===== src/rtl/pipe_stage_reg.sv =====
// Elastic pipeline register: main + skid slot, registered ready,
// flush-to-bubble on the control field and a saturating stall counter.
module pipe_stage_reg #(
  parameter int DATA_W = 16,
  parameter int CTRL_W = 8,
  parameter int CNT_W  = 16
) (
  input  logic              clk,
  input  logic              reset,
  input  logic              flush,
  input  logic              in_valid,
  output logic              in_ready,
  input  logic [DATA_W-1:0] in_data,
  input  logic [CTRL_W-1:0] in_ctrl,
  output logic              out_valid,
  input  logic              out_ready,
  output logic [DATA_W-1:0] out_data,
  output logic [CTRL_W-1:0] out_ctrl,
  output logic [1:0]        level,
  output logic [CNT_W-1:0]  stall_cnt
);

  typedef enum logic [1:0] {
    S_EMPTY = 2'd0,
    S_ONE   = 2'd1,
    S_FULL  = 2'd2
  } state_t;

  state_t r_state;
  state_t w_next;

  logic [DATA_W-1:0] r_main_data;
  logic [CTRL_W-1:0] r_main_ctrl;
  logic [DATA_W-1:0] r_skid_data;
  logic [CTRL_W-1:0] r_skid_ctrl;
  logic [CNT_W-1:0]  r_cnt;

  logic w_in_ready;
  logic w_out_valid;
  logic w_in_fire;
  logic w_out_fire;
  logic w_main_ld_in;
  logic w_main_ld_skid;
  logic w_main_clr;
  logic w_skid_ld_in;
  logic w_skid_clr;

  // Ready/valid come straight from the state flop, never from out_ready.
  assign w_in_ready  = (r_state != S_FULL);
  assign w_out_valid = (r_state != S_EMPTY);
  assign w_in_fire   = in_valid & w_in_ready;
  assign w_out_fire  = w_out_valid & out_ready;

  always_ff @(posedge clk) begin
    if (!reset) begin
      r_state <= S_EMPTY;
    end else begin
      r_state <= w_next;
    end
  end

  always_comb begin
    w_next = r_state;
    if (flush) begin
      w_next = S_EMPTY;
    end else begin
      case (r_state)
        S_EMPTY: begin
          if (w_in_fire) w_next = S_ONE;
        end
        S_ONE: begin
          if (w_in_fire && !w_out_fire) w_next = S_FULL;
          else if (!w_in_fire && w_out_fire) w_next = S_EMPTY;
        end
        S_FULL: begin
          if (w_out_fire) w_next = S_ONE;
        end
        default: w_next = S_EMPTY;
      endcase
    end
  end

  always_comb begin
    w_main_ld_in   = 1'b0;
    w_main_ld_skid = 1'b0;
    w_main_clr     = 1'b0;
    w_skid_ld_in   = 1'b0;
    w_skid_clr     = 1'b0;
    case (r_state)
      S_EMPTY: begin
        w_main_ld_in = w_in_fire;
      end
      S_ONE: begin
        if (w_in_fire && w_out_fire) w_main_ld_in = 1'b1;
        else if (w_in_fire) w_skid_ld_in = 1'b1;
        else if (w_out_fire) w_main_clr = 1'b1;
      end
      S_FULL: begin
        w_main_ld_skid = w_out_fire;
        w_skid_clr     = w_out_fire;
      end
      default: begin
        w_main_clr = 1'b1;
        w_skid_clr = 1'b1;
      end
    endcase
  end

  // Flush only kills control bits; data is left in place.
  always_ff @(posedge clk) begin
    if (!reset) begin
      r_main_data <= '0;
      r_main_ctrl <= '0;
      r_skid_data <= '0;
      r_skid_ctrl <= '0;
    end else if (flush) begin
      r_main_ctrl <= '0;
      r_skid_ctrl <= '0;
    end else begin
      if (w_main_ld_in) begin
        r_main_data <= in_data;
        r_main_ctrl <= in_ctrl;
      end else if (w_main_ld_skid) begin
        r_main_data <= r_skid_data;
        r_main_ctrl <= r_skid_ctrl;
      end else if (w_main_clr) begin
        r_main_ctrl <= '0;
      end
      if (w_skid_ld_in) begin
        r_skid_data <= in_data;
        r_skid_ctrl <= in_ctrl;
      end else if (w_skid_clr) begin
        r_skid_ctrl <= '0;
      end
    end
  end

  always_ff @(posedge clk) begin
    if (!reset) begin
      r_cnt <= '0;
    end else if (in_valid && !w_in_ready && !flush && (r_cnt != '1)) begin
      r_cnt <= r_cnt + CNT_W'(1);
    end
  end

  assign in_ready  = w_in_ready;
  assign out_valid = w_out_valid;
  assign out_data  = r_main_data;
  assign out_ctrl  = r_main_ctrl;
  assign level     = r_state;
  assign stall_cnt = r_cnt;

endmodule


===== config.mk =====
export PLATFORM = sky130hd
export DESIGN_NAME = pipe_stage_reg
export DESIGN_NICKNAME = d
export VERILOG_FILES = /design/src/rtl/pipe_stage_reg.sv
export SDC_FILE = /design/constraint.sdc
export NUM_CORES = 1
export LEC_CHECK = 0
export BUFFER_PORTS_ARGS = -buffer_cell sky130_fd_sc_hd__buf_2
export CORE_UTILIZATION = 40
export CTS_CLUSTER_SIZE = 30
export DETAILED_ROUTE_END_ITERATION = 7
export MAX_ROUTING_LAYER = met4
export PLACE_DENSITY_LB_ADDON = 0.1
export SLEW_MARGIN = 10
export SYNTH_ARGS = -nofsm -noshare
export SYNTH_HDL_FRONTEND = slang
export SYNTH_SLANG_ARGS = --single-unit

===== constraint.sdc =====
create_clock -name clk -period 2.64 [get_ports clk]
set_input_delay 0.528 -clock clk [delete_from_list [all_inputs] [get_ports clk]]
set_output_delay 0.528 -clock clk [all_outputs]
set_load 0.01 [all_outputs]

Word level (Yosys, flattened, before mapping)
Cells that the tools add are included.

Bits in registers: 66. Input bits: 29. Output and inout bits: 44. Word-level logic and storage cells: 62.

Add/sub/neg operators: 1. Equal/unequal tests: 7. Muxes and demuxes: 23. Bitwise gates (word level): 4. Reductions and logical operators: 21.

Operators by type and width (number): 2-to-1 mux 8 bit (5); 2-to-1 mux 16 bit (2); adder 16 x 1 -> 16 bit, second input constant (1); != test 16 bit, second input constant (1); 2-to-1 mux 1 bit (8); 2-to-1 mux 2 bit (4); logical AND 1 bit (6); != test 2 bit, second input constant (3); case mux 1 bit (2 select lines) (3); case mux 2 bit (3 select lines) (1); nonzero test 2 bit (3); OR reduction 2 bit (3); zero test 1 bit (4); AND reduction 2 bit (2); != test 3 bit, second input constant (1); AND reduction 3 bit (1); nonzero test 3 bit (1); AND 1 bit (2); == test 2 x 1 -> 1 bit, second input constant (1); == test 2 bit, second input constant (1); zero test 2 bit (1); inverter 1 bit (2).

Longest topological paths before layout
Word-level depth: 9. Depth in mapped cells: 7. Gate-level depth less buffers: 5.

Worst setup path before layout
Ideal clock, no wire load.

Kind: input -> register. From: in in_valid. To: reg r_main_data[13] (netlist: out_data[13]). Library setup time: 0.122 ns. Arrival time: 1.787 ns. Required time: 2.518 ns. Path slack: 0.731 ns. Stages on the path: 6. Path buffers: 2. Cell sequence: nor2b_2 > and2_1 > buf_2 > buf_2 > mux2_2 > o311a_1.

Longest elaborated chain between the ends: 6. Elaborated cells on any way between the ends: 7. Those cells by class: mux: 3; bitwise: 1; reduce/logical: 3.

Ends and longest elaborated chain: from (decl) (line 11) `input logic in_valid,`; AND 1 bit * (line 51) `assign w_in_fire = in_valid & w_in_ready;`; logical AND 1 bit (line 94) `if (w_in_fire && w_out_fire) w_main_ld_in = 1'b1;`; 2-to-1 mux 1 bit (line 94); case mux 1 bit (2 select lines) * (line 89) `case (r_state)`; nonzero test 2 bit (no line); AND reduction 2 bit (no line); to (signal assigned) (line 121) `r_main_data <= in_data;`; to (signal assigned) (line 124) `r_main_data <= r_skid_data;`; to (decl) (line 32) `logic [DATA_W-1:0] r_main_data;`.

Mark *: on every way between the ends. The rest lies on a longest branch, timed or not. A chain may end at the register's enable or synchronous reset.

Final worst setup path
From: reg r_state[1] (netlist: level[1]). To: reg r_main_ctrl[5] (netlist: out_ctrl[5]).

Longest elaborated chain between the ends: 7. Elaborated cells on any way between the ends: 19. Those cells by class: eq/ne: 3; mux: 9; bitwise: 2; reduce/logical: 5.

Ends and longest elaborated chain: from (decl) (line 29) `state_t r_state;`; from (signal assigned) (line 58) `r_state <= w_next;`; nonzero test 2 bit (line 50) `assign w_out_valid = (r_state != S_EMPTY);`; AND 1 bit (line 52) `assign w_out_fire = w_out_valid & out_ready;`; 2-to-1 mux 1 bit (line 96) `else if (w_out_fire) w_main_clr = 1'b1;`; 2-to-1 mux 1 bit (line 95) `else if (w_in_fire) w_skid_ld_in = 1'b1;`; 2-to-1 mux 1 bit (line 94); case mux 1 bit (2 select lines) (line 89); nonzero test 3 bit (no line); to (signal assigned) (line 122) `r_main_ctrl <= in_ctrl;`; to (signal assigned) (line 125) `r_main_ctrl <= r_skid_ctrl;`; to (decl) (line 33) `logic [CTRL_W-1:0] r_main_ctrl;`.

Parallel ways exist; a longest one is shown, timed or not.

==> metrics.md <==
| Metric | Value |
|---|---|
| Status | finished, final reports clean |
| Final net count | 420 |
| Antenna-violating nets left | 0 |
| Sequential-to-total area share from yosys stat | 44.8% |
| Num CTS Buffers | 9 |
| Worst vdd ir | 0.000433 V |
| Congestion Overflow GR | 0 |
| Max_cap viols | 0 |
| Reg-to-Reg Start | level[1] |
| FP Rows | 30 |
| Starting Density | 42.5% |
| Comb pwr share | 9.9% |
| Synth Register Bits | 66 |
| Worst Path Class, Setup | reg -> reg |
| Layout cell share with drive strength beyond 1 | 28.2% |
| Antenna cells | 0 |
| Initial antenna violation count | 0 |
| GRT Total Usage | 19.8% |
| TNS Setup | 0 ps |
| Post-synth EDFFs | 0 |
| Leak | 1.44 nW |
| Reg-to-reg endpoint | out_ctrl[5] |
| Clock sink count | 66 |
| Final setup fails | 0 |
| R2R depth | 4 |
| Yosys warns | 0 |
| Minimum clock period | 2060 ps |
| Final core area utilization | 51.6% |
| Core area | 6940 um^2 |
| I/O pin total | 73 |
| Max_slew headroom | 27.4% |
| Final WL | 7040 um |
| Area Overhead vs Synth | 21.5% |
| Largest net degree at the start of global routing | 36 |
| PostCTS Resize Cnt | 0 |
| Max H-tree Level | 3 |
| Net Switching | 0.000485 W |
| Clock power frac | 39.8% |
| Final worst-path cycle share | 78.0% |
| Synth area leaders | dfxtp_1 (45%), o311a_1 (5.8%), nand2_1 (5.2%), a21oi_1 (5.1%), o21bai_1 (4.1%) |
| Number of global-route vias before repair | 2416 |
| # DRC | 0 |
| CTS tree | done |
| Area leader, netlist | dfxtp_1 |
| Internal Power | 0.00157 W |
| Chip width | 87.8 um |
| Synth cell types | 46 |
| PwrDens | 573 nW/um^2 |
| Syn Area/Cell | 9.15 um^2 |
| Hold Path Origin | in_data[4] |
| Measured slew at the worst slew-check pin | 1090 ps |
| Worst R2R Setup Slack | 580 ps |
| Pins Over Slew Limit | 0 |
| Post-Syn Nets | 352 |
| Hold path depth | 3 |
| Clock Latency Late Sink | 330 ps |
| Nature of the critical path endpoint | register |
| Clk buf depth | 2 |
| Startpoint Class | register |
| First-pass GRT wire length | 11500 um |
| Post-DP HPWL | 4660 um |
| Crit path DAT | 2320 ps |
| Final hold vios | 0 |
| Die area | 7720 um^2 |
| Async S/R FF share, synth | 0% |
| Detailed Routing Iterations Pass 1 | 5 |
| HP Class | in -> reg |
| Crit Path Max Fanout | 11 |
| Clk pin slew, worst setup/hold paths | 70 ps |
| Vias | 2706 |
| Buffers added on ports | 72 |
| Post-CTS Hold Buffers | 0 |
| Initial DRC Count | 134 |
| Sw Ratio | 23.6% |
| Vert. Die Dim | 87.8 um |
| GP Congestion | 0.772 |
| Routed WL per cell | 14.4 um |
| Ys flop type | dfxtp_1 |
| Required @ worst endpoint | 2900 ps |
| Clock skew | 4.29 ps |
| Synth Cell Area | 2950 um^2 |
| Post-CTS setup buffers | 0 |
| Drt via density | 5.52 |
| Mapped Cells | 322 |
| Fin worst setup slack | 580 ps |
| RSZ-0062 raised after global routing | no |
| Synth top area share | 44.8% |
| Hold Path End | r_skid_data[4] |
| Root buf cell | clkbuf_8 |
| Worst slack, placed | 447 ps |
| Seq pwr share | 50.3% |
| Highest clock rate | 485 MHz |
[layout make-up]
| type | count | area (um^2) |
|---|---|---|
| clock buffer | 12 | 145 |
| clock inverter | 3 | 40.0 |
| fill | 697 | 3360 |
| inverter | 3 | 11.3 |
| multi-input combinational | 228 | 1510 |
| sequential | 66 | 1320 |
| tap | 96 | 120 |
| timing repair buffer | 82 | 435 |
[cells in the final DEF, fill, tap and decap left out, types with 2 or more instances in the layout]
cell type	count
o21ai_0	5
dfxtp_1	66
nor4_1	2
nand2b_1	5
clkbuf_8	10
buf_4	10
or4_1	8
mux2i_1	2
nand3_1	6
nand4_1	5
and2_1	3
o21bai_1	16
mux2_1	6
buf_2	72
inv_1	3
o31ai_1	7
nor2b_1	2
or3_1	4
mux2_2	10
a222oi_1	8
o311a_1	17
and4_1	2
a21oi_1	29
clkbuf_1	2
nand2_1	41
clkinv_2	2
a22oi_1	8
nor2_1	21
[synthesized netlist by cell type (all sizes together) (3+ instances only)]
master,number
a22oi,8
clkbuf,17
o31ai,7
and2,3
nand2b,6
nand3,6
or4,8
nand2,41
a21oi,30
o21bai,16
or3,4
dfxtp,66
o311a,17
nor2,21
o21ai,5
buf,8
mux2,16
nand4,5
inv,3
nor2b,3
a222oi,8
[registers in the layout, indices dropped and copies added, names as in the netlist]
| name | cells |
|---|---|
| r_skid_data | 16 |
| out_data | 16 |
| r_skid_ctrl | 8 |
| out_ctrl | 8 |
| level | 2 |
| stall_cnt | 16 |
[layer usage]
layer / share of wire (%) / vias to the layer above / GRT usage (%)
met5: 0 / - / -
met4: 0.72 / 0 / 4.92
met3: 4.7 / 5 / 6.31
met2: 45 / 67 / 29.5
met1: 50 / 1282 / 26.0
li1: - / 1352 / -
[power groups by stage]
stage                     clock [W]  combinational (W)  sequential (W)
after global placement            0           0.000202         0.00105
after floorplan                   0           0.000119         0.00106
final                      0.000816           0.000204         0.00103
after global routing       0.000894           0.000224         0.00104
after CTS                  0.000845           0.000205         0.00103
after detailed placement          0           0.000205         0.00106
[critical path, cell delays in order, from the launching register on]
cell and delay (ps):
dfxtp_1 540, nor2b_2 140, o32ai_1 940, a222oi_1 210, nor2_1 150
[metrics by stage]
stage / cells / total power, W / area (um^2) / hold slack (ps)
floorplan: 322 / 0.00118 / 2950 / 432
global placement: 475 / 0.00126 / 3400 / 439
global route: 490 / 0.00215 / 3580 / 426
finish: 490 / 0.00205 / 3580 / 443
detailed placement: 475 / 0.00126 / 3400 / 446
CTS: 490 / 0.00208 / 3580 / 425
[cells by family after synthesis]
logic type | after synthesis | share of synthesized area, %
AOI/OAI and AO/OA | 98 | 24.2
adders and majority gates | 1 | 0.424
buffers and inverters | 28 | 4.12
DFF | 66 | 44.8
muxes | 18 | 6.79
and+or+nand+nor | 111 | 19.7
[worst max path at each step]
stage / from / endpoint / slack, ps / cells after the start
6_report: level[1] / out_ctrl[5] / 580 / 4
5_1_grt: level[1] / out_ctrl[4] / 350 / 4
4_1_cts: level[1] / out_ctrl[6] / 620 / 4
3_5_place_dp: in_valid / out_ctrl[6] / 450 / 5
3_3_place_gp: in_valid / out_ctrl[6] / 470 / 5
2_1_floorplan: in_valid / out_data[13] / 730 / 6
(Power assumes the default switching activity.)
